[src/rtl/demux_router_pkg.sv]
// demux_router_pkg -- shared types and constants for the demux_router slice.
//   ch_state_t : per-channel holding-register state (EMPTY / FULL)
//   CNT_W      : width of each channel's delivered-word counter
//   sat_inc    : saturating increment used by the optional counter
package demux_router_pkg;

  typedef enum logic [0:0] {
    EMPTY = 1'b0,
    FULL  = 1'b1
  } ch_state_t;

  localparam int CNT_W = 8;

  // Increment that sticks at all-ones instead of wrapping.
  function automatic logic [CNT_W-1:0] sat_inc(input logic [CNT_W-1:0] v);
    if (v == {CNT_W{1'b1}}) begin
      return v;
    end else begin
      return v + {{(CNT_W-1){1'b0}}, 1'b1};
    end
  endfunction

endpackage

[src/rtl/demux_channel.sv]
// demux_channel -- one output channel of demux_router: a one-entry holding
// register with an EMPTY/FULL state machine and an optional delivered-word
// counter (built only when DEMUX_ROUTER_COUNT_EN is defined).
// Ports:
//   clk, rst        : clock, synchronous active-high reset
//   load            : the router accepted a word for this channel this cycle
//   load_data       : word to capture on load
//   out_ready       : sink ready
//   out_valid       : register holds a word (state == FULL)
//   out_data        : held word; keeps its last value while EMPTY
//   out_cnt         : delivered-word count (constant 0 without the macro)
// The router only asserts load while this channel is EMPTY or draining, so a
// load never overwrites an undelivered word.
module demux_channel
  import demux_router_pkg::*;
#(
  parameter int WIDTH = 16
) (
  input  logic             clk,
  input  logic             rst,
  input  logic             load,
  input  logic [WIDTH-1:0] load_data,
  input  logic             out_ready,
  output logic             out_valid,
  output logic [WIDTH-1:0] out_data,
  output logic [CNT_W-1:0] out_cnt
);

  ch_state_t        state_r;
  logic [WIDTH-1:0] data_r;

  // Holding-register state machine and data capture.
  always_ff @(posedge clk) begin
    if (rst) begin
      state_r <= EMPTY;
      data_r  <= {WIDTH{1'b0}};
    end else begin
      case (state_r)
        EMPTY: begin
          if (load) state_r <= FULL;
          else      state_r <= EMPTY;
        end
        FULL: begin
          // A load in the same cycle as a drain keeps the channel FULL.
          if (load)           state_r <= FULL;
          else if (out_ready) state_r <= EMPTY;
          else                state_r <= FULL;
        end
        default: state_r <= EMPTY;
      endcase
      if (load) data_r <= load_data;
      else      data_r <= data_r;
    end
  end

  assign out_valid = (state_r == FULL);
  assign out_data  = data_r;

`ifdef DEMUX_ROUTER_COUNT_EN
  logic [CNT_W-1:0] cnt_r;

  // Count completed sink handshakes, saturating at all-ones.
  always_ff @(posedge clk) begin
    if (rst) begin
      cnt_r <= {CNT_W{1'b0}};
    end else if (out_valid && out_ready) begin
      cnt_r <= sat_inc(cnt_r);
    end else begin
      cnt_r <= cnt_r;
    end
  end

  assign out_cnt = cnt_r;
`else
  assign out_cnt = {CNT_W{1'b0}};
`endif

endmodule

[src/rtl/demux_router.sv]
// demux_router -- routes a valid/ready source stream to one of NCH = 2**SEL_W
// output channels chosen by in_sel. Each channel buffers one word, so a
// stalled sink only blocks words addressed to it.
// Optional feature macro: DEMUX_ROUTER_COUNT_EN (per-channel delivered-word
// counters on out_cnt; without it out_cnt is constant 0).
// Ports:
//   clk, rst   : clock, synchronous active-high reset
//   in_valid   : source word valid
//   in_ready   : router accepts a word this cycle (does not look at in_valid)
//   in_data    : source word
//   in_sel     : destination channel index
//   out_valid  : per-channel valid, bit i = channel i
//   out_ready  : per-channel sink ready
//   out_data   : channel i at [i*WIDTH +: WIDTH]
//   out_cnt    : channel i count at [i*8 +: 8]
module demux_router
  import demux_router_pkg::*;
#(
  parameter int WIDTH = 16,
  parameter int SEL_W = 2,
  localparam int NCH  = 2 ** SEL_W
) (
  input  logic               clk,
  input  logic               rst,
  input  logic               in_valid,
  output logic               in_ready,
  input  logic [WIDTH-1:0]   in_data,
  input  logic [SEL_W-1:0]   in_sel,
  output logic [NCH-1:0]     out_valid,
  input  logic [NCH-1:0]     out_ready,
  output logic [NCH*WIDTH-1:0] out_data,
  output logic [NCH*CNT_W-1:0] out_cnt
);

  logic           accept_s;
  logic [NCH-1:0] load_s;

  // The addressed channel can take a word if it is empty or draining now.
  assign in_ready = ~out_valid[in_sel] | out_ready[in_sel];
  assign accept_s = in_valid & in_ready;

  for (genvar i = 0; i < NCH; i++) begin : g_ch
    assign load_s[i] = accept_s & (in_sel == SEL_W'(i));

    demux_channel #(
      .WIDTH (WIDTH)
    ) u_ch (
      .clk       (clk),
      .rst       (rst),
      .load      (load_s[i]),
      .load_data (in_data),
      .out_ready (out_ready[i]),
      .out_valid (out_valid[i]),
      .out_data  (out_data[i*WIDTH +: WIDTH]),
      .out_cnt   (out_cnt[i*CNT_W +: CNT_W])
    );
  end

endmodule

[config.mk]
export PLATFORM = sky130hd
export DESIGN_NAME = demux_router
export DESIGN_NICKNAME = d
export VERILOG_FILES = /design/src/rtl/demux_router_pkg.sv /design/src/rtl/demux_channel.sv /design/src/rtl/demux_router.sv
export SDC_FILE = /design/constraint.sdc
export NUM_CORES = 1
export LEC_CHECK = 0
export ABC_AREA = 1
export CORE_MARGIN = 4
export CORE_UTILIZATION = 33
export DETAILED_ROUTE_END_ITERATION = 16
export DONT_BUFFER_PORTS = 1
export PLACE_DENSITY = 0.5
export SLEW_MARGIN = 15
export SYNTH_ARGS = -nofsm -noshare
export SYNTH_HDL_FRONTEND = slang
export SYNTH_SLANG_ARGS = --single-unit
[constraint.sdc]
create_clock -name clk -period 5.75 [get_ports clk]
set_input_delay 1.725 -clock clk [delete_from_list [all_inputs] [get_ports clk]]
set_output_delay 1.725 -clock clk [all_outputs]
set_load 0.02 [all_outputs]
**Yosys cells after proc, flatten, opt, wreduce, memory -nomap -nowiden**

Index checks and enable logic that the tools add are counted.

- Flip-flop bits (word level): 68
- Bits in latches: 0
- Bits in writable memories: 0
- ROM bits: 0
- Input port bits: 25
- Output and inout bits: 101
- Word-level logic and storage cells: 44
- Memories: 0

- Add/sub/neg operators: 0
- Multiply operators: 0
- Div/mod/pow operators: 0
- $lt $le $gt $ge: 1
- Equal/unequal tests: 3
- Shift-type cells: 0
- Muxes and demuxes: 20
- Bitwise operators: 11
- Reductions and logical operators: 1

Operators by type and width:

| cell | number |
|---|---|
| two-way mux 1 bit | 14 |
| case mux 1 bit (2 select lines) | 4 |
| bitwise AND 1 bit | 5 |
| inverter 1 bit | 5 |
| binary-select mux 1 bit (select 2 bit) | 2 |
| == test 2 bit, second input constant | 2 |
| < comparator 2 x 3 -> 1 bit, second input constant | 1 |
| == test 2 x 1 -> 1 bit, second input constant | 1 |
| zero test 2 bit | 1 |
| bitwise OR 1 bit | 1 |

**Depth between registers and ports, before layout**

- Depth after elaboration: 8
- Gate-level depth with buffers: 12

**Modules after synthesis**

From an unflattened synthesis, not the netlist that was laid out.

- Cells, all modules: 358
- Area total of the unflattened synthesis: 2741.4 um^2

Modules (own cells, without submodules):

| module | instances | cells each | area each (um^2) |
|---|---|---|---|
| demux_channel | 4 | 82 | 651.9 |
| demux_router | 1 | 30 | 133.9 |

**Least setup slack after synthesis**

OpenSTA, ideal clock, no wires.

- Path type: input to output
- From: in in_sel[1]
- To: out in_ready
- Data arrival time: 2.522 ns
- Data required time: 4.025 ns
- Slack: 1.503 ns
- Cell stages on the path: 7
- Path buffers: 2
- Path through: buf_6 nor2_8 nand2_1 nand2_2 nor2_4 nand2_8 buf_2

- Cells in the longest elaborated chain, start to end: 4
- Elaborated cells on any way between the ends: 6
- Classes of those cells: 4 x mux; 2 x bitwise

RTL lines:

| what | line | RTL |
|---|---|---|
| start: declaration | demux_router.sv:28 | `input logic [SEL_W-1:0] in_sel,` |
| binary-select mux 1 bit (select 2 bit) | demux_router.sv:39 | `assign in_ready = ~out_valid[in_sel] \| out_ready[in_sel];` |
| two-way mux 1 bit (implied by the code) | demux_router.sv:39 |  |
| inverter 1 bit | demux_router.sv:39 |  |
| bitwise OR 1 bit (*) | demux_router.sv:39 |  |
| end: declaration | demux_router.sv:26 | `output logic in_ready,` |

Every way passes the cells marked *; elsewhere a longest branch is shown, timed or not. The select of a mux whose other input is x is not followed.

**Worst setup path in the final report**

Ends and elaborated chain as after synthesis.

==> results.ini <==
[outcome]
status = complete, no violations

[die]
ios = 126
num_rows = 38
die-area_mm2 = 0.0132
initial_core_util_pct = 34.3
core_area_mm2 = 0.0110
die_x_um = 115
die_y_um = 115

[detailed_routing]
wire_per_inst_um = 14.5
wl_um = 10100
ant_nets = 0
route.detailed.drc = 0
route.vias.total = 2973
viasPerCell = 4.27
first_iter_violations = 119
firstDrtPassIters = 4

[logic_synthesis]
ys_seq_area_share_pct = 36.0
syn_area_per_cell_um2 = 6.56
syn-cell-area_mm2 = 0.00378
synth-warning-count = 0
yosysUniqueCellTypes = 23
ys_async_sr_fraction_pct = 0
synthCells = 577
synth_edf_count = 0
synth-seq-cells = 68
ys.flop_type = dfxtp_1

[cts]
cts_tree = done
cts.path.max_buffers = 2
ctsResizeCount = 0
worstSkewPairLatency_ns = 0.33
clk_pin_slew_ns = 0.05
clock-root-buffer = clkbuf_16
cts_made_buffers = 9
htreeDepth = 3
cts.sinks = 68
post_cts_buffers = 0
postCtsHoldBufs = 0

[sta]
drv_slew = 0
rsz0062_at_grt = no
clock.fmax_mhz = 233
finalSetupTns_ns = 0
timing.slew.headroom_pct = 32.4
tightest_slew_ns = 1.01
setup_violations = 0
clock_skew_ns = 0.00706
fin_crit_ns = 4.29
finalCritPeriodShare_pct = 74.6
hold_viol_final = 0

[critical_path]
worstReg2RegEnd = g_ch[3].u_ch.out_data[3]$_SDFFE_PP0P_
cpPeakStageDelay_ns = 0.33
crit_path_end_kind = output pin
crit_chain = nor2_8 -> nand2_1 -> nand2_2 -> nor2_4 -> nand2_8
worstSetupStartpointType = input port
crit_slowest_cell = nand2_8
crit_required_ns = 4.03
critPathArrivalTime_ns = 2.57
rr_startpoint = g_ch[2].u_ch.out_valid$_SDFF_PP0_
rr_worst_depth = 9
r2r_slack_ns = 3.97
critical_path_class = in2out
worst-path-max-fanout = 69
critPathLaunch = in_sel[1]
worstSetupEndpoint = in_ready

[place]
place_inst = 681
hpwl_um = 6850
port-buffer-count = 0
gp_congestion = 0.759

[power]
powerDensity_mw_per_mm2 = 340
p_leak_nw = 2.05
ir_drop_mv = 0.220

[final_layout]
drive_gt1_share_pct = 7.54
final_nets = 577
synthToLayoutAreaGrowth_pct = 4.33
final_cell_mix = 142 x nand2_1, 137 x inv_1, 68 x dfxtp_1
finalNonFillerCells = 697
final_common_cell = nand2_1
n_antenna_cell = 0

[global_route]
grt_pass1_vias = 2866
antenna_found_initial = 0
grt_pass1_wl_um = 15600
grt-ovfl-total = 0
grt_max_degree = 70
grt_usage_pct = 15.7

[job]
drv_cap = 0

[hold_path]
min_delay_path_depth = 2
hold_path_class = reg2reg

-- area by class of cell --
| cell class | instances | area [µm²] |
|---|---|---|
| multi-input combinational | 321 | 1490 |
| fill | 1216 | 7080 |
| clock buffer | 12 | 256 |
| tap | 140 | 175 |
| clock inverter | 4 | 95.1 |
| inverter | 152 | 573 |
| sequential | 68 | 1360 |
-- power by group --
part / switching (mW) / leakage [nW] / internal, mW
clock network: 0.206 / 0.173 / 0.447
registers: 0.0496 / 0.556 / 0.497
logic: 0.103 / 1.32 / 0.0388
total: 0.358 / 2.05 / 0.983
-- layer usage --
metal  GRT usage, %  wire, µm  vias up  part of all wire [%]
met1           19.1      4400     1274                    43
met5              0         0        -                     0
met3           6.95       968       19                   9.6
met4           7.12       296        0                   2.9
met2           24.0      4470      104                    44
li1               -         -     1576                     -
-- stage by stage --
stage,cell area [µm²],power [mW],hold WS (ns),setup slack (ns),util [%]
6_report,3950,1.34,0.577,1.46,35.8
5_1_grt,3950,1.41,0.607,1.39,35.8
4_1_cts,3950,1.36,0.586,1.45,35.8
2_1_floorplan,3900,0.701,0.451,1.50,-
3_5_place_dp,3600,0.700,0.578,1.45,32.6
3_3_place_gp,3600,0.699,0.576,1.47,32.6
-- logic make-up (layout without fill, tap and decap cells) --
| group | after synthesis | count (layout) | share of synthesized area, % |
|---|---|---|---|
| AO/OA/AOI/OAI | 4 | 4 | 0.529 |
| buffers and inverters | 219 | 168 | 27.8 |
| flip-flops | 68 | 68 | 36.0 |
| other | 1 | 32 | 0.0991 |
| AND/OR/NAND/NOR | 285 | 285 | 35.6 |
-- state kept, by name, indices dropped and copies added, names as in the netlist --
signal               cells
g_ch.u_ch.out_data      64
g_ch.u_ch.out_valid      4
-- synth_stat cells (3+ instances only) --
library cell  number  area (µm²)
buf_2              8        40.0
buf_1              9        33.8
nand2_1          142         533
clkbuf_1           3        11.3
buf_4             36         270
inv_2             13        48.8
dfxtp_1           68        1360
inv_1            137         514
nand3_4            4        70.1
nand4_1           64         400
nand2_2            3        18.8
nor2_1            64         240
buf_6             11         124
a21oi_1            4        20.0
-- worst min path at each step --
stage	startpoint	to	slack [ns]
5_1_grt	g_ch[0].u_ch.out_valid$_SDFF_PP0_	g_ch[0].u_ch.out_valid$_SDFF_PP0_	0.61
6_report	g_ch[1].u_ch.out_valid$_SDFF_PP0_	g_ch[1].u_ch.out_valid$_SDFF_PP0_	0.58
2_1_floorplan	g_ch[0].u_ch.out_valid$_SDFF_PP0_	g_ch[0].u_ch.out_valid$_SDFF_PP0_	0.45
4_1_cts	g_ch[1].u_ch.out_valid$_SDFF_PP0_	g_ch[1].u_ch.out_valid$_SDFF_PP0_	0.59
3_3_place_gp	g_ch[1].u_ch.out_valid$_SDFF_PP0_	g_ch[1].u_ch.out_valid$_SDFF_PP0_	0.58
3_5_place_dp	g_ch[0].u_ch.out_valid$_SDFF_PP0_	g_ch[0].u_ch.out_valid$_SDFF_PP0_	0.58
-- critical path, delay by kind of cell --
kind,cells,cell delay [ns]
AND/OR/NAND/NOR,5,0.81
No activity file was read; power rests on OpenSTA's default activity.
